--- src/rtl/hub75_pkg.sv ---
// hub75_pkg: shared types and defaults for the HUB75 scan sequencer.
//   state_e  - scan FSM states
//   rgb3_t   - one {R,G,B} pixel triple
//   COLS_DEFAULT / ROW_BITS_DEFAULT - panel geometry defaults (64x32, two halves)
//   COL_W    - width of the pix_col port
// Optional feature macro used by this block: HUB75_DIM_EN (global brightness).
package hub75_pkg;

    localparam int unsigned COLS_DEFAULT     = 64;
    localparam int unsigned ROW_BITS_DEFAULT = 4;
    localparam int unsigned COL_W            = 7;

    typedef enum logic [2:0] {
        StIdle,
        StFetch,
        StSetup,
        StClk,
        StBlank,
        StLatch,
        StShow
    } state_e;

    typedef logic [2:0] rgb3_t;

endpackage

--- src/rtl/hub75_on_timer.sv ---
// hub75_on_timer: per-line display timer for the HUB75 scan sequencer.
// Loads when the row is latched, counts the SHOW cycles, flags the last one, and says
// whether OE should be active in the current SHOW cycle.
// Ports:
//   clk, rst       - clock, asynchronous active-high reset
//   load_i         - restart the count (LATCH cycle); also samples brightness_i
//   run_i          - a SHOW cycle is in progress
//   brightness_i   - global dim level (only with HUB75_DIM_EN)
//   done_o         - current SHOW cycle is the last one
//   oe_active_o    - OE should be driven active in this SHOW cycle
// Config macro: HUB75_DIM_EN. Without it OE is active for the whole SHOW period.
module hub75_on_timer #(
    parameter int unsigned ON_CYCLES = 256
) (
    input  logic       clk,
    input  logic       rst,
    input  logic       load_i,
    input  logic       run_i,
`ifdef HUB75_DIM_EN
    input  logic [7:0] brightness_i,
`endif
    output logic       done_o,
    output logic       oe_active_o
);

    localparam int unsigned CntW = $clog2(ON_CYCLES + 1);
    localparam logic [CntW-1:0] LastCnt = CntW'(ON_CYCLES - 1);

    logic [CntW-1:0] cnt_q, cnt_d;

    always_comb begin
        cnt_d = cnt_q;
        if (load_i) begin
            cnt_d = '0;
        end else if (run_i) begin
            cnt_d = cnt_q + 1'b1;
        end
    end

    always_ff @(posedge clk or posedge rst) begin
        if (rst) begin
            cnt_q <= '0;
        end else begin
            cnt_q <= cnt_d;
        end
    end

    assign done_o = run_i && (cnt_q == LastCnt);

`ifdef HUB75_DIM_EN
    // Number of leading SHOW cycles with OE active, fixed for the whole line.
    logic [CntW-1:0] on_len_q, on_len_d;
    logic [39:0]     on_prod;

    always_comb begin
        on_prod  = 40'(ON_CYCLES) * 40'(brightness_i);
        on_len_d = on_len_q;
        if (load_i) begin
            on_len_d = CntW'(on_prod >> 8);
        end
    end

    always_ff @(posedge clk or posedge rst) begin
        if (rst) begin
            on_len_q <= '0;
        end else begin
            on_len_q <= on_len_d;
        end
    end

    assign oe_active_o = (cnt_q < on_len_q);
`else
    assign oe_active_o = 1'b1;
`endif

endmodule

--- src/rtl/hub75_scan_sequencer.sv ---
// hub75_scan_sequencer: scan controller for a 64x32 HUB75 panel (two half-panel rows
// per scan line). Fetches pixel pairs over a req/valid handshake, shifts them out with a
// generated shift clock, blanks and latches the row, then displays it for ON_CYCLES.
// Ports:
//   clk, rst             - clock, asynchronous active-high reset
//   enable               - run the scan; when low the block parks blanked after the line
//   pix_req/row/col      - pixel-pair request to the frame source
//   pix_valid/top/bot    - source response; only looked at while fetching
//   r0,g0,b0 / r1,g1,b1  - upper / lower half data pins
//   sclk, lat, oe_n      - panel shift clock, latch, active-low output enable
//   addr                 - displayed line address {D,C,B,A}
//   frame_done           - one-cycle pulse after the last line's display ends
//   brightness           - global dim level (only with HUB75_DIM_EN)
// Config macro: HUB75_DIM_EN enables the brightness port and dimmed OE.
// All outputs are registers or decodes of registered state.
module hub75_scan_sequencer
    import hub75_pkg::*;
#(
    parameter int unsigned COLS      = COLS_DEFAULT,
    parameter int unsigned ROW_BITS  = ROW_BITS_DEFAULT,
    parameter int unsigned ON_CYCLES = 256
) (
    input  logic                clk,
    input  logic                rst,
    input  logic                enable,
    output logic                pix_req,
    output logic [ROW_BITS-1:0] pix_row,
    output logic [COL_W-1:0]    pix_col,
    input  logic                pix_valid,
    input  logic [2:0]          pix_top,
    input  logic [2:0]          pix_bot,
`ifdef HUB75_DIM_EN
    input  logic [7:0]          brightness,
`endif
    output logic                r0,
    output logic                g0,
    output logic                b0,
    output logic                r1,
    output logic                g1,
    output logic                b1,
    output logic                sclk,
    output logic                lat,
    output logic                oe_n,
    output logic [ROW_BITS-1:0] addr,
    output logic                frame_done
);

    localparam logic [COL_W-1:0] ColLast = COL_W'(COLS - 1);

    state_e              state_q, state_d;
    logic [COL_W-1:0]    col_q, col_d;
    logic [ROW_BITS-1:0] row_q, row_d;
    logic [ROW_BITS-1:0] addr_q, addr_d;
    rgb3_t               top_q, top_d;
    rgb3_t               bot_q, bot_d;
    logic                frame_done_q, frame_done_d;

    logic timer_load;
    logic timer_run;
    logic show_done;
    logic oe_active;

    assign timer_load = (state_q == StLatch);
    assign timer_run  = (state_q == StShow);

    hub75_on_timer #(
        .ON_CYCLES (ON_CYCLES)
    ) u_on_timer (
        .clk          (clk),
        .rst          (rst),
        .load_i       (timer_load),
        .run_i        (timer_run),
`ifdef HUB75_DIM_EN
        .brightness_i (brightness),
`endif
        .done_o       (show_done),
        .oe_active_o  (oe_active)
    );

    always_comb begin
        state_d      = state_q;
        col_d        = col_q;
        row_d        = row_q;
        addr_d       = addr_q;
        top_d        = top_q;
        bot_d        = bot_q;
        frame_done_d = 1'b0;

        unique case (state_q)
            StIdle: begin
                if (enable) begin
                    state_d = StFetch;
                end
            end
            StFetch: begin
                if (pix_valid) begin
                    top_d   = pix_top;
                    bot_d   = pix_bot;
                    state_d = StSetup;
                end
            end
            StSetup: begin
                state_d = StClk;
            end
            StClk: begin
                if (col_q == ColLast) begin
                    col_d   = '0;
                    state_d = StBlank;
                end else begin
                    col_d   = col_q + 1'b1;
                    state_d = StFetch;
                end
            end
            StBlank: begin
                addr_d  = row_q;
                state_d = StLatch;
            end
            StLatch: begin
                state_d = StShow;
            end
            StShow: begin
                if (show_done) begin
                    row_d        = row_q + 1'b1;
                    frame_done_d = &row_q;
                    // enable is only honoured at line boundaries
                    state_d      = enable ? StFetch : StIdle;
                end
            end
            default: begin
                state_d = StIdle;
            end
        endcase
    end

    always_ff @(posedge clk or posedge rst) begin
        if (rst) begin
            state_q      <= StIdle;
            col_q        <= '0;
            row_q        <= '0;
            addr_q       <= '0;
            top_q        <= '0;
            bot_q        <= '0;
            frame_done_q <= 1'b0;
        end else begin
            state_q      <= state_d;
            col_q        <= col_d;
            row_q        <= row_d;
            addr_q       <= addr_d;
            top_q        <= top_d;
            bot_q        <= bot_d;
            frame_done_q <= frame_done_d;
        end
    end

    assign pix_req    = (state_q == StFetch);
    assign pix_row    = row_q;
    assign pix_col    = col_q;
    assign sclk       = (state_q == StClk);
    assign lat        = (state_q == StLatch);
    assign oe_n       = !((state_q == StShow) && oe_active);
    assign addr       = addr_q;
    assign frame_done = frame_done_q;
    assign {r0, g0, b0} = top_q;
    assign {r1, g1, b1} = bot_q;

endmodule
--- config.mk ---
export PLATFORM = sky130hd
export DESIGN_NAME = hub75_scan_sequencer
export DESIGN_NICKNAME = d
export VERILOG_FILES = /design/src/rtl/hub75_pkg.sv /design/src/rtl/hub75_on_timer.sv /design/src/rtl/hub75_scan_sequencer.sv
export SDC_FILE = /design/constraint.sdc
export NUM_CORES = 1
export LEC_CHECK = 0
export CORE_MARGIN = 5
export CORE_UTILIZATION = 36
export CTS_CLUSTER_SIZE = 24
export DETAILED_ROUTE_END_ITERATION = 7
export GPL_ROUTABILITY_DRIVEN = 1
export GPL_TIMING_DRIVEN = 1
export HOLD_SLACK_MARGIN = 0.15
export PLACE_DENSITY = 0.69
export RECOVER_POWER = 25
export SYNTH_ARGS = -nofsm -noshare
export SYNTH_HDL_FRONTEND = slang
export SYNTH_SLANG_ARGS = --single-unit
--- constraint.sdc ---
create_clock -name clk -period 3.2 [get_ports clk]
set_input_delay 0.64 -clock clk [delete_from_list [all_inputs] [get_ports clk]]
set_output_delay 0.64 -clock clk [all_outputs]
set_load 0.03 [all_outputs]
== Word level (Yosys, flattened, before mapping) ==
Index checks and enable logic that the tools add are counted.
Word-level totals
  register bits after elaboration: 34
  bits of input ports: 10
Operators by class
  add/sub/neg operators: 3
  mux-type cells: 11
  equality and inequality tests: 11
  reductions and logical operators: 8
Operator list (number)
  3-bit one-hot mux with 7 select lines: 1
  9-bit 2-to-1 mux: 2
  3-bit 2-to-1 mux: 4
  9-bit by 1-bit adder with 9-bit output (second input constant): 1
  3-bit equality test (second input constant): 3
  9-bit by 8-bit equality test with 1-bit output (second input constant): 1
  7-bit by 1-bit adder with 7-bit output (second input constant): 1
  7-bit by 6-bit equality test with 1-bit output (second input constant): 1
  7-bit 2-to-1 mux: 1
  3-bit by 2-bit equality test with 1-bit output (second input constant): 2
  4-bit by 1-bit adder with 4-bit output (second input constant): 1
  2-bit inequality test (second input constant): 2
  2-bit AND reduction: 2
  4-bit AND reduction: 1
  3-bit by 1-bit equality test with 1-bit output (second input constant): 1
  3-bit logical NOT: 1
  1-bit 2-to-1 mux: 3
  3-bit AND reduction: 1
  2-bit by 1-bit inequality test with 1-bit output (second input constant): 1
  2-bit nonzero test: 1
  1-bit logical AND: 1
  1-bit logical NOT: 1

== Logic depth before layout (Yosys ltp) ==
  depth in word-level cells: 4
  depth in mapped cells: 7
  gate-level depth less buffers: 7

== By module ==
Synthesis repeated with hierarchy kept, for this count alone.
Second synthesis, totals
  cell total of the unflattened synthesis: 148
  area, all modules: 1665.3 um2
Modules (own cells, without submodules)
  hub75_scan_sequencer: instances 1, cells each 100, area an instance 1194.9 um2, seq. area each 625.6 um2
  hub75_on_timer: instances 1, cells each 48, area an instance 470.5 um2, seq. area each 225.2 um2

== Worst setup path after synthesis ==
Ideal clock, no wire load.
  kind: register -> register
  start point: register state_q[1]
  end point: register bot_q[0]
  clock period less this slack: 2151 ps
  slack: 1049 ps
  library setup time: 128 ps
  data arrival time: 2023 ps
  stages on the path, launching flop included: 6
  data required time: 3072 ps
  cell sequence: dfrtp_1 -> buf_2 -> nor3b_1 -> and2_1 -> buf_2 -> mux2_1
Between the ends
  longest elaborated chain between the ends: 2
RTL lines
  from (decl): line hub75_scan_sequencer.sv:50  | state_e state_q, state_d;
  from (signal assigned): line hub75_scan_sequencer.sv:137  | state_q <= StIdle;
  from (signal assigned): line hub75_scan_sequencer.sv:145  | state_q <= state_d;
  3-bit by 1-bit equality test with 1-bit output
  named net pix_req: line hub75_scan_sequencer.sv:26  | output logic pix_req,
  2-bit AND reduction (no line)
  to (signal assigned): line hub75_scan_sequencer.sv:150  | bot_q <= bot_d;
  to (decl): line hub75_scan_sequencer.sv:55  | rgb3_t bot_q, bot_d;
The timed path passes the listed nets, and every way through them passes these cells.
A chain may end at the register's enable or synchronous reset.

== Worst setup path in the final report ==
  start point: register state_q[2]
  end point: output sclk
Between the ends
  longest elaborated chain between the ends: 1
RTL lines
  3-bit by 2-bit equality test with 1-bit output: line hub75_scan_sequencer.sv:158  | assign sclk = (state_q == StClk);
  to (decl): line hub75_scan_sequencer.sv:41  | output logic sclk,
No other way between the ends.

==> impl_metrics.env <==
export IMPL_status="complete, but fails checks"
export IMPL_failed_checks="capacitance limit, slew limit"
export IMPL_grt_pass1_wl_um=5650
export IMPL_cts_sinks=34
export IMPL_cts_root_buffer="clkbuf_8"
export IMPL_portBuffers=35
export IMPL_placed_cell_area_mm2=0.00196
export IMPL_rows=24
export IMPL_clk_latency_ps=280
export IMPL_nets=197
export IMPL_post_cts_setup_buffer_count=0
export IMPL_regToRegSetupSlack_ps=1460
export IMPL_grt_max_degree=35
export IMPL_die_area_mm2=0.00582
export IMPL_synth_area_mm2=0.00158
export IMPL_fmax_mhz=380
export IMPL_rr_endpoint="u_on_timer.cnt_q[6]"
export IMPL_yosysWarnings=0
export IMPL_endpoint_kind="output pin"
export IMPL_ioPinCount=36
export IMPL_clk_pin_slew_worst_paths_ps=70
export IMPL_initial_core_util=0.366
export IMPL_coreArea_mm2=0.00432
export IMPL_synth_area_leaders="dfrtp_1 (54%), mux2_1 (4.3%), nand2_1 (3.8%)"
export IMPL_power_total_uw=1460
export IMPL_cts_max_level=2
export IMPL_rsz0062_at_grt="false"
export IMPL_setup_violations=0
export IMPL_first_global_vias=1237
export IMPL_cts_resized=0
export IMPL_relSlewSlack=-0.189
export IMPL_ir_worst_vdd_mv=0.387
export IMPL_yosysTopAreaCell="dfrtp_1"
export IMPL_ys_types=34
export IMPL_cp_slowest_cell="clkdlybuf4s50_1"
export IMPL_critPathRequiredTime_ps=2560
export IMPL_period_share=0.822
export IMPL_ys_ff_latch=34
export IMPL_antenna_cells=0
export IMPL_firstDrtPassIters=4
export IMPL_grt_overflow=0
export IMPL_timing_rr_start="state_q[0]"
export IMPL_cp_data_arrival_time_ps=1990
export IMPL_syn_to_final_growth_pct=30.8
export IMPL_seq_area_frac_synth=0.538
export IMPL_cts_tree="yes"
export IMPL_drcViolationCount=0
export IMPL_yosys_area_top_type_share=0.538
export IMPL_via_per_inst=5.02
export IMPL_wl_per_cell_um=12.8
export IMPL_cts_hold_buf=0
export IMPL_final_util=0.479
export IMPL_worst_path_max_fanout=10
export IMPL_synthFlopType="dfrtp_1"
export IMPL_synthCells=146
export IMPL_maxCapViolations=1
export IMPL_dp_hpwl_um=2180
export IMPL_ant_nets=0
export IMPL_crit_chain="nand3b_1 > inv_1 > clkdlybuf4s50_1"
export IMPL_syn_nets=160
export IMPL_hp_start="top_q[1]"
export IMPL_hold_depth=1
export IMPL_path_class="flip-flop to output pin"
export IMPL_hold_viol_final=0
export IMPL_die_h_um=76.3
export IMPL_hp_class="flip-flop to flip-flop"
export IMPL_async_reset_ff_frac=1.00
export IMPL_setup_tns_ps=0
export IMPL_totalWireLength_um=3020
export IMPL_cp_slowest_stage_delay_ps=700
export IMPL_leakage_uw=0.000888
export IMPL_clock_path_buffers=2
export IMPL_drt_iter0_drc=62
export IMPL_cp_start_kind="flip-flop"
export IMPL_syn_area_per_cell_um2=10.8
export IMPL_grt_usage=0.117
export IMPL_design_area_mm2=0.00207
export IMPL_cellPowerDensity_mw_per_mm2=707
export IMPL_cts_buffers=5
export IMPL_worstMarginPinSlew_ps=1780
export IMPL_fp_dieW_um=76.3
export IMPL_reg2regPathDepth=4
export IMPL_vias=1185
export IMPL_period_needed_ps=2630
export IMPL_whs_ps=483
export IMPL_fin_skew_ps=3.57
export IMPL_slew_viol_final=35
export IMPL_synth_edf_count=0
export IMPL_drive_gt1_frac=0.0761
export IMPL_place_congestion=0.790
export IMPL_hold_end="top_q[1]"
export IMPL_antenna_found_initial=0
metal layers:
layer  vias up  routed length (µm)  track usage
met5         -                   0            0
met2        26                1390        0.177
met1       564                1420        0.151
li1        591                   -            -
met4         0                  34       0.0472
met3         4                 173       0.0414
how the worst max path moves through the flow:
stage,startpoint,to
finish,state_q[2],sclk
global route,rst,top_q[1]
CTS,state_q[2],sclk
detailed placement,state_q[2],sclk
global placement,state_q[2],sclk
floorplan,state_q[1],bot_q[0]
area by class of cell:
cell class              count  area (µm²)
clock buffers               8         110
inverters                   7        28.8
flip-flops and latches     34         851
repair buffers             36         354
multi-input cells          99         662
well taps                  52        65.1
fillers                   448        2250
layout by cell type, fill, tap and decap left out, drive strengths merged, types with 2 or more instances in the layout:
cell,Yosys,routed
xnor2,4,4
clkdlybuf4s50,0,34
o31ai,5,5
a21oi,7,7
o21ai,9,9
or4,3,3
nand3,11,11
and3,2,2
nand2,16,16
and2,2,2
or3,4,4
dfrtp,34,34
mux2,11,11
inv,7,7
ha,4,4
nor2,4,4
nand3b,2,2
clkbuf,1,9
nand4,2,2
nor3b,2,2
synthesized netlist by cell type, types with 2 or more instances:
| cell type | number |
|---|---|
| xnor2_1 | 4 |
| nand3b_1 | 2 |
| buf_2 | 3 |
| mux2_2 | 5 |
| mux2_1 | 6 |
| or3_1 | 4 |
| and3_1 | 2 |
| nand3_1 | 11 |
| o31ai_1 | 5 |
| inv_1 | 6 |
| a21oi_1 | 7 |
| buf_6 | 2 |
| o21ai_0 | 9 |
| nand4_1 | 2 |
| nand2_1 | 16 |
| or4_1 | 3 |
| and2_1 | 2 |
| dfrtp_1 | 34 |
| nor3b_1 | 2 |
| ha_1 | 4 |
| nor2_1 | 4 |
worst max-delay path, delay by kind of cell (launching register included):
kind,cells,cell delay (ps)
buf+inv,2,920
simple gates,1,330
flops,1,470
stage by stage:
step / setup WS, ps / std cells
detailed placement: 866 / 228
CTS: 544 / 236
global route: 232 / 236
floorplan: 1050 / 146
finish: 570 / 236
global placement: 886 / 228
where the power goes:
group / switching (µW) / total (µW) / leakage (µW) / internal [µW]
sequential: 81.7 / 592 / 0.000447 / 510
combinational: 286 / 509 / 0.000384 / 223
clock: 146 / 364 / 0.0000575 / 217
total: 514 / 1460 / 0.000888 / 951
flip-flops by register name, summed over array words and instances (netlist names):
signal and cells:
u_on_timer.cnt_q 9, frame_done 1, top_q 3, pix_col 7, bot_q 3, addr 4, state_q 3, pix_row 4
cells by family (layout without fill, tap and decap cells):
logic type | Yosys count | count (layout) | synth area share
compound gates | 26 | 26 | 0.100
xor+xnor | 5 | 5 | 0.0277
fa+ha+maj | 4 | 4 | 0.0316
buf+inv | 13 | 51 | 0.0443
flops | 34 | 34 | 0.538
mux | 12 | 12 | 0.0846
simple gates | 52 | 52 | 0.174
No activity file was read; power rests on OpenSTA's default activity.
